File: config.mk
export PLATFORM = sky130hd
export DESIGN_NAME = chunk_adder
export DESIGN_NICKNAME = d
export VERILOG_FILES = /design/src/rtl/chunk_adder.sv
export SDC_FILE = /design/constraint.sdc
export NUM_CORES = 1
export LEC_CHECK = 0
export ABC_AREA = 1
export CORE_ASPECT_RATIO = 0.7
export CORE_MARGIN = 1
export CORE_UTILIZATION = 56
export CTS_CLUSTER_DIAMETER = 40
export DETAILED_ROUTE_END_ITERATION = 12
export DONT_BUFFER_PORTS = 1
export PLACE_DENSITY = 0.83
export SKIP_CTS_REPAIR_TIMING = 1
export SLEW_MARGIN = 10
export SYNTH_ARGS = -nofsm -noshare
export SYNTH_HDL_FRONTEND = slang
export SYNTH_SLANG_ARGS = --single-unit
File: constraint.sdc
create_clock -name clk -period 2.4 [get_ports clk]
set_input_delay 0.48 -clock clk [delete_from_list [all_inputs] [get_ports clk]]
set_output_delay 0.48 -clock clk [all_outputs]
set_load 0.01 [all_outputs]
File: src/rtl/chunk_adder.sv
`default_nettype none
// ============================================================================
//  chunk_adder
//  Multi-cycle adder/subtractor: CHUNK bits per cycle with a rippled carry.
//  Rev 1.0
// ============================================================================
module chunk_adder #(
   parameter int WIDTH = 8,
   parameter int CHUNK = 2
) (
   input  logic             clk,
   input  logic             rst,
   input  logic             in_valid,
   output logic             in_ready,
   input  logic [WIDTH-1:0] a,
   input  logic [WIDTH-1:0] b,
   input  logic             c_in,
   input  logic             sub,
   output logic             out_valid,
   input  logic             out_ready,
   output logic [WIDTH-1:0] sum,
   output logic             c_out,
   output logic             ovf
);
   localparam int NCH = WIDTH / CHUNK;
   localparam int IW  = (NCH > 1) ? $clog2(NCH) : 1;
   localparam logic [IW-1:0] C_LAST = IW'(NCH - 1);

   typedef enum logic [1:0] {
      S_IDLE = 2'd0,
      S_BUSY = 2'd1,
      S_DONE = 2'd2
   } state_t;

   generate
      if (WIDTH < 1 || CHUNK < 1 || (WIDTH % CHUNK) != 0) begin : g_bad_params
         $error("chunk_adder: WIDTH must be a positive multiple of CHUNK");
      end
   endgenerate

   state_t           r_state;
   logic [WIDTH-1:0] r_a;
   logic [WIDTH-1:0] r_b;
   logic             r_carry;
   logic [IW-1:0]    r_idx;

   logic [CHUNK-1:0] w_a_ch;
   logic [CHUNK-1:0] w_b_ch;
   logic [CHUNK:0]   w_ch_sum;
   logic             w_ovf;

   assign w_a_ch   = r_a[r_idx*CHUNK +: CHUNK];
   assign w_b_ch   = r_b[r_idx*CHUNK +: CHUNK];
   assign w_ch_sum = {1'b0, w_a_ch} + {1'b0, w_b_ch} + {{CHUNK{1'b0}}, r_carry};
   // Carry into the MSB is recovered from the MSB sum bit; only valid on the last chunk.
   assign w_ovf    = (w_a_ch[CHUNK-1] ^ w_b_ch[CHUNK-1] ^ w_ch_sum[CHUNK-1]) ^ w_ch_sum[CHUNK];

   assign in_ready = (r_state == S_IDLE) && !rst;

   always_ff @(posedge clk or posedge rst) begin
      if (rst) begin
         r_state   <= S_IDLE;
         r_a       <= '0;
         r_b       <= '0;
         r_carry   <= 1'b0;
         r_idx     <= '0;
         out_valid <= 1'b0;
         sum       <= '0;
         c_out     <= 1'b0;
         ovf       <= 1'b0;
      end else begin
         case (r_state)
            S_IDLE: begin
               if (in_valid) begin
                  r_a     <= a;
                  r_b     <= sub ? ~b : b;
                  r_carry <= c_in ^ sub;
                  r_idx   <= '0;
                  r_state <= S_BUSY;
               end
            end
            S_BUSY: begin
               sum[r_idx*CHUNK +: CHUNK] <= w_ch_sum[CHUNK-1:0];
               r_carry <= w_ch_sum[CHUNK];
               if (r_idx == C_LAST) begin
                  c_out     <= w_ch_sum[CHUNK];
                  ovf       <= w_ovf;
                  out_valid <= 1'b1;
                  r_state   <= S_DONE;
               end else begin
                  r_idx <= r_idx + 1'b1;
               end
            end
            S_DONE: begin
               if (out_ready) begin
                  out_valid <= 1'b0;
                  r_state   <= S_IDLE;
               end
            end
            default: r_state <= S_IDLE;
         endcase
      end
   end
endmodule
`default_nettype wire

* After elaboration in Yosys (flattened, before gate mapping)
Cells that the tools add are included.
** Word-level totals
- Word-level logic and storage cells :: 54
- Output and inout bits :: 12
- Register bits after elaboration :: 32
- Bits of input ports :: 22
** Cells by class
- Bitwise gates (word level) :: 5
- Add/subtract/negate cells :: 4
- Equality and inequality tests :: 7
- Reductions and logical operators :: 11
- Shift operators :: 4
- Multiplexer cells :: 14
** Operator list (number)
- $neg A3 Y34 :: 1
- $shift A2 B34 Y8 const A :: 1
- $shiftx A2 B34 Y8 :: 1
- $shiftx A8 B4 Y2 :: 2
- $mux W2 :: 5
- $reduce_and A3 Y1 :: 3
- $bwmux W8 :: 1
- $mux W8 :: 1
- $ne A2 B2 Y1 const B :: 4
- $not A8 Y8 :: 1
- $pmux W2 S3 :: 1
- $reduce_and A2 Y1 :: 3
- $eq A2 B2 Y1 const B :: 2
- $pmux W1 S2 :: 2
- $pmux W2 S2 :: 1
- $reduce_bool A2 Y1 :: 2
- $xor A1 B1 Y1 :: 4
- $add A2 B2 Y3 :: 1
- $add A3 B1 Y3 :: 1
- $mux W1 :: 3
- $add A2 B1 Y2 const B :: 1
- $eq A2 B1 Y1 const B :: 1
- $logic_not A2 Y1 :: 1
- $logic_and A1 B1 Y1 :: 1
- $logic_not A1 Y1 :: 1

* Longest topological paths before layout
Gate-level depths: netlist (run 1).
- Word-level depth :: 5
- Gate-level depth with buffers :: 13
- Mapped depth without buffers :: 12

* Least setup slack after synthesis (run 1)
Ideal clock, no wire load.
- Path type :: register -> register
- Start point :: register r_idx[0]
- End point :: register sum[3]
- Data arrival time :: 2336 ps
- Period minus slack after synthesis :: 2419 ps
- Required time :: 2317 ps
- Path buffers :: 2
- Cell stages (with the launch flop) :: 12
- Slack :: -19 ps
- Setup time :: 83 ps
- Cell sequence :: dfrtp_1 -> buf_2 -> inv_2 -> buf_2 -> o21ai_0 -> o21ai_0 -> fa_1 -> fa_1 -> inv_1 -> nor2_1 -> nand2_1 -> o21ai_0
** On the way
- Longest elaborated chain between the ends :: 5
- Elaborated cells on any way between the ends :: 8
- Those cells by class :: add/sub: 3; shift: 4; mux: 1
** RTL lines
- from (decl) :: line 45 : logic [IW-1:0] r_idx;
- from (signal assigned) :: line 91 : r_idx <= r_idx + 1'b1;
- $shiftx A8 B4 Y2, on equally long branches :: line 52, 53
- $add A2 B2 Y3 :: line 54 : assign w_ch_sum = {1'b0, w_a_ch} + {1'b0, w_b_ch} + {{CHUNK{1'b0}}, r_carry};
- $add A3 B1 Y3 :: line 54
- $shiftx A2 B34 Y8 :: line 83 : sum[r_idx*CHUNK +: CHUNK] <= w_ch_sum[CHUNK-1:0];
- $bwmux W8 * :: line 83
- to (signal, indexed assignment) :: line 83
- to (decl) :: line 21 : output logic [WIDTH-1:0] sum,
Every way passes the cells marked *; elsewhere a longest branch is shown, timed or not.
A chain may end at the register's enable or synchronous reset.

* Final worst setup path (run 1)
- Start point :: register r_idx[0]
- End point :: register sum[7]
Same word-level chain as after synthesis.

==> run summary, run 1 <==
Sw Share: 0.459
Clk_skew: 0.00717 ns
I/O pins: 34
Routed len/inst: 14.6 microns
First-pass iteration count of the detailed router: 4
CP startpoint: r_idx[0]$_DFFE_PP0P_
Vias/cell: 5.61
Clock sink count: 32
Antenna violations before repair: 0
Number of cell rows: 16
Residual antenna-violating net count after detailed routing: 0
Commonest non-fill, non-tap cell in the layout: nand2_1
Vias in the first global route: 1204
Highest clock rate: 0.435 GHz
CTS root buf: clkbuf_8
CTS H-Tree Depth: 2
Clock-pin slew on the worst setup and hold paths: 0.06 ns
Final setup viols: 0
Setup total negative slack: 0 ns
Status: finished clean
Buffers added on ports: 0
Sw Pwr: 1.37 mW
PwrDens: 1630 nW/um^2
Crit-path max cell delay: 0.57 ns
Layout cells sized above 1: 0.114
First-pass GRT wire length: 5210 microns
Post-Route WL: 3480 microns
Comb pwr share: 0.525
DRC Markers: 0
Worst slew pin tran: 0.492 ns
R2R Setup Slk: 0.10 ns
Worst path depth: 10
# diodes: 0
Synth Cell Area: 1670 sq um
Post-Synthesis Cells: 194
RR Startpoint: r_idx[0]$_DFFE_PP0P_
Layout area overhead: 9.36%
CTS Buf Count: 5
Final instance area: 1830 sq um
Yosys cell types: 22
Most frequent cells in the layout: nand2_1, dfrtp_1, o21ai_0
DIE HEIGHT: 47.7 microns
Fin crit share: 0.957
Slew HR: 0.669
Pin count of the biggest net entering global routing: 33
Clock Path Buffers: 2
Initial Util: 0.592
Largest family of logic cells by synthesized area: simple AND/OR/NAND/NOR gates
Via count: 1334
Simple-gate share of the synthesized area: 0.229
Gpl congestion: 0.943
CP required: 2.60 ns
Die area: 3210 sq um
Unrepaired setup endpoints after global routing: no
Clock share of power: 0.146
Syn avg cell area: 8.62 sq um
Sequential share of power: 0.328
Worst setup endpoint: sum[7]$_DFFE_PP0P_
Mapped Nets: 225
Die Span X: 67.3 microns
First DRT Iteration DRCs: 48
Leak: 0.892 nW
Pint: 1.61 mW
Startpoint types: flip-flop
Worst path bufs/invs: 3
Peak VDD IR: 0.688 mV
CTS tree: yes
Max FO, Critical Path: 10
Crit path time final: 2.30 ns
Gr ovfl total: 0
Total power: 2.98 mW
Complex-gate fraction of the synthesized area: 0.111
RR Endpoint: sum[7]$_DFFE_PP0P_
Hold Vio Cnt, Final: 0
Core Region: 2820 sq um
MaxCap Viol Count: 0
Clock latency on the worst-skew pair: 0.28 ns
Layout fillers: 227
Post-synthesis mux area share: 0
Final Max Tran Viols: 0
Sequential-to-total area share from yosys stat: 0.479
Placed inst area: 1720 sq um
Gr usage total: 0.238
Synth Area in XOR/XNOR: 0.0419
Critical path's slowest cell: fa_1
Worst path cell trace: inv_4 > buf_4 > nor2_1 > o22ai_1 > fa_2 > fa_1 > inv_1 > nor2_2 > nand2_1 > o21ai_0
Ys Warns: 0
Hold Path Class: in -> async
Worst Setup End Kind: flip-flop
Synth Area in Adders: 0.0763
Setup CP Type: reg -> reg
R2r worst-path depth: 10
Worst EP arrival: 2.50 ns
Crit-path leading delay family: adder cells
Yosys reg bits: 32
Hold slack: 0.160 ns
Post-DP HPWL: 2540 microns
Nets: 233
## cells by family (layout without fill, tap and decap cells)
family                     Yosys count  count (layout)
adders and majority gates            9               9
DFF                                 32              32
buffers and inverters               23              31
xor gates and xnor gates             8               8
and+or+nand+nor                     86              86
AOI/OAI and AO/OA                   36              36
## Yosys cell counts
cell type,n,area [sq um]
inv_1,14,52.6
nand2_4,1,11.3
nand2_1,62,233
o21ai_1,4,20.0
dfrtp_1,32,801
fa_1,2,40.0
nor2_1,9,33.8
inv_2,4,15.0
nand3_4,1,17.5
buf_2,3,15.0
nand4_1,2,12.5
nor2_8,1,20.0
o21ai_0,27,135
a21oi_1,2,10.0
nand3_1,8,40.0
ha_1,7,87.6
nand3_2,1,10.0
buf_6,2,22.5
o22ai_1,2,12.5
xnor2_1,8,70.1
o31ai_1,1,7.51
nor3_1,1,5.00
## stage by stage
stage	worst slack [ns]	cells	utilization
finish	0.103	238	0.648
global route	0.00172	238	0.648
CTS	0.0467	237	0.642
detailed placement	0.100	230	0.608
global placement	0.225	230	0.608
floorplan	0.0190	194	-
## layer usage
metal,share of wire,track usage,wire (microns)
met5,0,0,0
met4,0.036,0.179,125
met3,0.062,0.0690,216
met2,0.49,0.398,1700
met1,0.41,0.268,1430
## registers in the layout, summed over array words and instances (netlist names)
register and cells:
c_out 1, out_valid 1, ovf 1, r_a 8, r_b 8, r_carry 1
r_idx 2, r_state 2, sum 8
## how the worst min path moves through the flow
stage | from | cells after the start | endpoint
2_1_floorplan | r_a[6]$_DFFE_PP0P_ | 2 | r_a[6]$_DFFE_PP0P_
3_3_place_gp | rst | 2 | r_state[1]$_DFFE_PP0P_
3_5_place_dp | r_a[1]$_DFFE_PP0P_ | 2 | r_a[1]$_DFFE_PP0P_
4_1_cts | rst | 2 | r_state[1]$_DFFE_PP0P_
5_1_grt | rst | 2 | ovf$_DFFE_PP0P_
6_report | rst | 2 | r_state[1]$_DFFE_PP0P_
## power groups by stage
stage                     registers [mW]  clock network, mW  logic (mW)
after floorplan                    0.937                  0        1.11
after global placement             0.971                  0        1.31
after detailed placement           0.979                  0        1.40
after CTS                          0.973              0.440        1.41
after global routing                1.01              0.471        1.73
final                              0.978              0.435        1.56
## area by class of cell
cell class	count	area, sq um	share of cell area
Sequential cell	32	801	0.438
Clock buffer	7	96.3	0.0527
Multi-Input combinational cell	139	771	0.422
Tap cell	36	45.0	0.0246
Timing Repair Buffer	6	45.0	0.0246
Inverter	18	70.1	0.0383
Note: power is estimated with default switching activity, not from simulation.
==> inputs of run 2 (changes only) <==
--- a/config.mk
+++ b/config.mk
@@ -9,12 +9,11 @@
 export CORE_ASPECT_RATIO = 0.7
 export CORE_MARGIN = 1
 export CORE_UTILIZATION = 56
-export CTS_CLUSTER_DIAMETER = 40
 export DETAILED_ROUTE_END_ITERATION = 12
 export DONT_BUFFER_PORTS = 1
 export PLACE_DENSITY = 0.83
 export SKIP_CTS_REPAIR_TIMING = 1
-export SLEW_MARGIN = 10
+export SLEW_MARGIN = 20
 export SYNTH_ARGS = -nofsm -noshare
 export SYNTH_HDL_FRONTEND = slang
 export SYNTH_SLANG_ARGS = --single-unit
==> results of run 2 <==
No change in the layout: final DEF, timing and power equal those of run 1.
